`src/rtl/pipe_pkg.sv`:
```
// Shared pipeline definitions for the RV32I core: next-PC selector codes,
// reset/bubble defaults and base opcode constants used by fetch, decode and EX.
package pipe_pkg;

   typedef enum logic [1:0] {
      NPC_PC4  = 2'd0,
      NPC_ALU  = 2'd1,
      NPC_JUMP = 2'd2,
      NPC_BR   = 2'd3
   } npc_op_e;

   // Opcode 0 is not a legal RV32I opcode, so the decoder reports have_inst=0
   localparam logic [31:0] DEF_BUBBLE_INST = 32'h0000_0000;
   localparam logic [31:0] DEF_RESET_PC    = 32'h0000_0000;

   localparam logic [6:0] OPC_LUI    = 7'b0110111;
   localparam logic [6:0] OPC_AUIPC  = 7'b0010111;
   localparam logic [6:0] OPC_JAL    = 7'b1101111;
   localparam logic [6:0] OPC_JALR   = 7'b1100111;
   localparam logic [6:0] OPC_BRANCH = 7'b1100011;
   localparam logic [6:0] OPC_LOAD   = 7'b0000011;
   localparam logic [6:0] OPC_STORE  = 7'b0100011;
   localparam logic [6:0] OPC_OPIMM  = 7'b0010011;
   localparam logic [6:0] OPC_OP     = 7'b0110011;

   // Instruction addresses are word aligned; low two bits are simply dropped
   function automatic logic [31:0] align_pc(input logic [31:0] pc);
      return {pc[31:2], 2'b00};
   endfunction

endpackage

```
`src/rtl/if_id_reg.sv`:
```
// IF/ID pipeline register: valid/pc/pc4/inst with hold (stall) and flush
// (bubble insertion). Flush takes priority over hold.
module if_id_reg
   import pipe_pkg::*;
#(
   parameter logic [31:0] BUBBLE_INST = DEF_BUBBLE_INST
) (
   input  logic        clk,
   input  logic        rst_n,
   input  logic        hold,
   input  logic        flush,
   input  logic [31:0] d_pc,
   input  logic [31:0] d_pc4,
   input  logic [31:0] d_inst,
   output logic        q_valid,
   output logic [31:0] q_pc,
   output logic [31:0] q_pc4,
   output logic [31:0] q_inst
);

   logic        r_valid;
   logic [31:0] r_pc;
   logic [31:0] r_pc4;
   logic [31:0] r_inst;

   // Bubble on reset/flush (pc fields zeroed so forwarding never matches), hold on stall, else load
   always_ff @(posedge clk or negedge rst_n) begin
      if (!rst_n) begin
         r_valid <= 1'b0;
         r_pc    <= 32'h0;
         r_pc4   <= 32'h0;
         r_inst  <= BUBBLE_INST;
      end else if (flush) begin
         r_valid <= 1'b0;
         r_pc    <= 32'h0;
         r_pc4   <= 32'h0;
         r_inst  <= BUBBLE_INST;
      end else if (!hold) begin
         r_valid <= 1'b1;
         r_pc    <= d_pc;
         r_pc4   <= d_pc4;
         r_inst  <= d_inst;
      end
   end

   assign q_valid = r_valid;
   assign q_pc    = r_pc;
   assign q_pc4   = r_pc4;
   assign q_inst  = r_inst;

endmodule

```
`src/rtl/fetch_stage.sv`:
```
// Instruction-fetch stage: PC register, next-PC selection and IF/ID register.
// Optional feature macro FETCH_PERF_EN adds perf_fetched/perf_flushed counters.
module fetch_stage
   import pipe_pkg::*;
#(
   parameter logic [31:0] RESET_PC    = DEF_RESET_PC,
   parameter logic [31:0] BUBBLE_INST = DEF_BUBBLE_INST
) (
   input  logic        clk,
   input  logic        rst_n,
   input  logic        stall,
   input  logic        redirect_valid,
   input  logic [31:0] redirect_pc,
   output logic [31:0] irom_addr,
   input  logic [31:0] irom_inst,
   output logic        id_valid,
   output logic [31:0] id_pc,
   output logic [31:0] id_pc4,
   output logic [31:0] id_inst,
   output logic [6:0]  id_opcode,
   output logic [2:0]  id_funct3,
   output logic [6:0]  id_funct7
`ifdef FETCH_PERF_EN
   ,
   output logic [31:0] perf_fetched,
   output logic [31:0] perf_flushed
`endif
);

   logic [31:0] r_pc;
   logic [31:0] w_pc4;
   logic [31:0] w_pc_next;

   assign w_pc4     = r_pc + 32'd4;   // wraps modulo 2^32 by width
   assign irom_addr = r_pc;

   // Next PC: redirect beats stall beats sequential advance
   always_comb begin
      w_pc_next = r_pc;
      if (redirect_valid) begin
         w_pc_next = align_pc(redirect_pc);
      end else if (!stall) begin
         w_pc_next = w_pc4;
      end
   end

   // PC register
   always_ff @(posedge clk or negedge rst_n) begin
      if (!rst_n) begin
         r_pc <= RESET_PC;
      end else begin
         r_pc <= w_pc_next;
      end
   end

   if_id_reg #(
      .BUBBLE_INST(BUBBLE_INST)
   ) u_if_id (
      .clk    (clk),
      .rst_n  (rst_n),
      .hold   (stall),
      .flush  (redirect_valid),
      .d_pc   (r_pc),
      .d_pc4  (w_pc4),
      .d_inst (irom_inst),
      .q_valid(id_valid),
      .q_pc   (id_pc),
      .q_pc4  (id_pc4),
      .q_inst (id_inst)
   );

   // Decoder fields are plain slices of the registered instruction
   assign id_opcode = id_inst[6:0];
   assign id_funct3 = id_inst[14:12];
   assign id_funct7 = id_inst[31:25];

`ifdef FETCH_PERF_EN
   logic [31:0] r_perf_fetched;
   logic [31:0] r_perf_flushed;

   // Count advance edges and redirect edges; stalled edges count toward neither
   always_ff @(posedge clk or negedge rst_n) begin
      if (!rst_n) begin
         r_perf_fetched <= 32'h0;
         r_perf_flushed <= 32'h0;
      end else if (redirect_valid) begin
         r_perf_flushed <= r_perf_flushed + 32'd1;
      end else if (!stall) begin
         r_perf_fetched <= r_perf_fetched + 32'd1;
      end
   end

   assign perf_fetched = r_perf_fetched;
   assign perf_flushed = r_perf_flushed;
`endif

endmodule

```
`config.mk`:
```
export PLATFORM = sky130hd
export DESIGN_NAME = fetch_stage
export DESIGN_NICKNAME = d
export VERILOG_FILES = /design/src/rtl/pipe_pkg.sv /design/src/rtl/if_id_reg.sv /design/src/rtl/fetch_stage.sv
export SDC_FILE = /design/constraint.sdc
export NUM_CORES = 1
export LEC_CHECK = 0
export CORE_AREA = 2 2 149 115
export DETAILED_ROUTE_END_ITERATION = 7
export DIE_AREA = 0 0 151 117
export GPL_TIMING_DRIVEN = 1
export PLACE_DENSITY = 0.7
export SLEW_MARGIN = 20
export SYNTH_ARGS = -nofsm -noshare
export SYNTH_HDL_FRONTEND = slang
export SYNTH_SLANG_ARGS = --single-unit
```
`constraint.sdc`:
```
create_clock -name clk -period 2.95 [get_ports clk]
set_input_delay 0.295 -clock clk [delete_from_list [all_inputs] [get_ports clk]]
set_output_delay 0.295 -clock clk [all_outputs]
set_load 0.02 [all_outputs]
```
# == Word-level counts from Yosys, hierarchy flattened ==
# Index checks and enable logic that the tools add are counted.
# totals
out_inout_bits,146
register_bits,129
# op_classes
n_addsub,1
eq_ne,1
n_mux,9
# ops
operator,count
32-bit 2-to-1 mux,7
32-bit by 3-bit adder with 32-bit output (second input constant),1
1-bit 2-to-1 mux,2
2-bit by 1-bit inequality test with 1-bit output (second input constant),1

# == Depth between registers and ports, before layout ==
# depth
word_depth,3
depth_mapped,8
mapped_depth_nobuf,6

# == By module ==
# From an unflattened synthesis, not the netlist that was laid out.
# hier_totals
cells_unflattened,616
hier_area_um2,6313.6
# modules_own_cells
module,instances,area_per_inst_um2,cells_each,seq_area_each_um2
if_id_reg,1,3917.5,313,2427.3
fetch_stage,1,2396.0,303,750.7

# == Worst setup path after synthesis ==
# OpenSTA, ideal clock, no wires.
# synth_timing
kind,reg-to-reg
startpoint,register r_pc[2] (netlist: irom_addr[2])
endpoint,register r_pc[22] (netlist: irom_addr[22])
t_required_ns,2.820
n_path_buf,1
stages_incl_launch_ff,8
t_arrival_ns,1.920
slack_ns,0.900
setup_time_ns,0.130
period_less_slack_ns,2.050
path_cell_list,dfrtp_1 -> ha_1 -> and4_1 -> nand3_4 -> buf_2 -> nor4_1 -> xnor2_1 -> o21ai_1
# synth_via
elab_chain_len,3
# synth_rtl
element,line,source
start: declaration,fetch_stage.sv:30,logic [31:0] r_pc;
start signal: assignment,fetch_stage.sv:52,r_pc <= w_pc_next;
32-bit by 3-bit adder with 32-bit output,fetch_stage.sv:34,assign w_pc4 = r_pc + 32'd4;
32-bit 2-to-1 mux,fetch_stage.sv:42,end else if (!stall) begin
32-bit 2-to-1 mux,fetch_stage.sv:40,if (redirect_valid) begin
# No other way between the ends. The select of a mux whose other input is x is not followed.
# A chain may end at the register's enable or synchronous reset.

# == Worst setup path in the final report ==
# layout_timing
startpoint,register r_pc[2] (netlist: irom_addr[2])
endpoint,register u_if_id.r_pc4[26] (netlist: u_if_id.q_pc4[26])
# layout_via
elab_chain_len,3
# layout_rtl
element,line,source
32-bit by 3-bit adder with 32-bit output,fetch_stage.sv:34,
32-bit 2-to-1 mux,if_id_reg.sv:38,end else if (!hold) begin
32-bit 2-to-1 mux,if_id_reg.sv:33,end else if (flush) begin
end signal: assignment,if_id_reg.sv:41,r_pc4 <= d_pc4;
end: declaration,if_id_reg.sv:23,logic [31:0] r_pc4;
# No other way between the ends. The select of a mux whose other input is x is not followed.

==> reports/results.tsv <==
stage	metric	value	unit
synth	synth_area_per_cell	10.2	sq um
worst_setup_path	cp.arrival	2.60	ns
synth	ys.flop_type	dfrtp_1	
die	core	16300	sq um
global_routing	grt_pass1_wl	26300	um
sta	relSlewSlack	46.8	%
cts	clk_latency	0.41	ns
cts	post_cts_buffers	0	
synth	syn_inst	609	
sta	finalCriticalPeriod	2.28	ns
synth	yosysWarnings	0	
sta	worst_pin_slew	0.798	ns
synth	synth_seq_area_share	50.0	%
die	die_y	117	um
outcome	status	finished clean	
cts	ctsHoldBuffers	1	
global_routing	antenna_found_initial	0	
cts	cts_max_level	4	
cts	cts-root-buf	clkbuf_16	
worst_setup_path	critPathMaxFanout	16	
placement	place_hpwl	11300	um
worst_setup_path	worst-setup-path-type	reg2reg	
synth	synth_top_area_cell	dfrtp_1	
route	dr_total_vias	4963	
synth	synth_common_cells	dfrtp_1, nor2_1, mux2i_1	
route	ant_nets	0	
cts	cts.sinks	124	
cts	cts_tree	yes	
die	placementRows	41	
global_routing	grt_pass1_vias	4920	
route	drt_first_pass_iters	4	
sta	holdWs	0.391	ns
synth	synth_edf_count	0	
final_layout	drive_gt1_share	7.39	%
cts	cts_buffers	17	
cts	clk_path_buf_depth	2	
synth	synth_cell_type_count	47	
synth	synth_top_area_share	50.0	%
final_layout	fin_nets	842	
power	peakVddDrop	0.000394	V
power	pwr_density_cell	569	nW/um^2
sta	fmax	438	MHz
synth	ys_seq_elements	124	
route	remaining_drc_errors	0	
cts	path_clk_slew	0.05	ns
die	dieArea	17700	sq um
final_layout	synthToLayoutAreaGrowth	42.5	%
sta	rsz0062_at_grt	no	
hold_path	hp-start	redirect_valid	
global_routing	grt_remaining_overflow	0	
sta	hold_viol	0	
worst_setup_path	startpoint_type	flop	
route	routedWlPerCell	16.4	um
die	die_x	151	um
sta	finalClockSkew	0.00510	ns
placement	place.gp.congestion	0.719	
route	vias_per_cell	4.96	
synth	netlist_top_cells_area	dfrtp_1, mux2i_1, nor2_1	
global_routing	grt_use_total	19.4	%
power	p_leak	3.77	nW
worst_setup_path	regToRegStartpoint	irom_addr[2]	
die	start_util	38.0	%
die	io_pins	214	
sta	setup_tns	0	ns
sta	slew_viol_final	0	
flow_run	cap_viol_max_count	0	
worst_setup_path	cp_data_required_time	3.27	ns
sta	fin_ws	0.669	ns
worst_setup_path	crit_start	irom_addr[2]	
sta	finalSetupViolations	0	
route	routed_wl	16400	um
cts	post_cts_resized	0	
hold_path	min_path_type	in2reg	
synth	syn_area	6200	sq um
worst_setup_path	crit_path_end_kind	flop	
synth	synth_most_common_cell	dfrtp_1	
global_routing	grt_max_degree	70	
placement	io_buffers	209	
final_layout	insertedDiodeCount	0	
placement	post-place-ws	0.659	ns
synth	async_flop_share	100	%
route	drtIter0Drc	228	
sta	fin_crit_sh	77.3	%
## metal layers
| metal | global-route usage [%] | vias to the layer above | wire (um) |
|---|---|---|---|
| li1 | - | 2373 | - |
| met1 | 26.0 | 2405 | 7350 |
| met2 | 30.2 | 173 | 7580 |
| met3 | 6.94 | 12 | 1330 |
| met4 | 5.17 | 0 | 167 |
| met5 | 0 | - | 0 |
## worst max-delay path, stage by stage (launching register included)
cell      delay (ns)
dfrtp_1         0.49
ha_1            0.38
and4_1          0.32
nand3_4         0.23
nor4_1          0.41
xnor2_1         0.11
a211oi_1        0.24
## cell usage in the layout, fill, tap and decap left out, types with 5 or more instances in the layout
master / count
mux2i_1: 66
buf_4: 8
clkdlybuf4s50_1: 206
nand3_1: 12
clkbuf_16: 17
o21ai_0: 29
a21oi_1: 11
nand4_1: 19
xnor2_1: 30
xor2_1: 24
nor2_1: 99
nand2_1: 53
dfrtp_1: 124
a211oi_1: 13
and4_1: 5
clkbuf_8: 5
## registers in the layout, summed over array words and instances (netlist names)
name,cells
irom_addr,30
u_if_id.q_pc,31
u_if_id.q_pc4,30
u_if_id.q_inst,32
u_if_id.q_valid,1
## per-stage QoR
stage	total power, mW	area (sq um)	utilization, %	std cells
global route	5.26	8840	54.2	1000
floorplan	2.47	6210	-	610
global placement	2.90	8220	50.4	968
detailed placement	2.92	8220	50.4	968
CTS	5.10	8840	54.2	1000
finish	5.03	8840	54.2	1000
## final timing paths
check,to,slack (ns),cells after the start
min in group asynchronous,u_if_id.q_pc[12],0.40,2
worst min-delay path,u_if_id.q_pc[17],0.39,2
worst max-delay path,u_if_id.q_pc4[26],0.67,6
worst max register to register,u_if_id.q_pc4[26],0.67,6
worst min register to register,u_if_id.q_pc4[5],0.52,2
max in group asynchronous,irom_addr[10],1.76,3
## final cells by class
cell class / instances / area (sq um)
repair buffers: 218 / 2180
clock buffers: 24 / 502
inverters: 3 / 11.3
clock inverters: 7 / 110
flip-flops and latches: 124 / 3100
multi-input cells: 409 / 2660
fillers: 1429 / 7480
well taps: 215 / 269
## power by group
group          switching (mW)  internal (mW)
Clock                   0.713           1.43
Combinational           0.458          0.447
Sequential              0.159           1.82
## cells by family (layout without fill, tap and decap cells)
logic type	Yosys count	after routing	share of synthesized area, %
xor+xnor	54	54	7.63
mux	68	68	11.0
compound gates	60	60	5.71
fa+ha+maj	1	1	0.202
buf+inv	77	252	7.16
other cells	1	2	0.0605
flops	124	124	50.0
simple gates	224	224	18.2
Note: power is estimated with default switching activity, not from simulation.
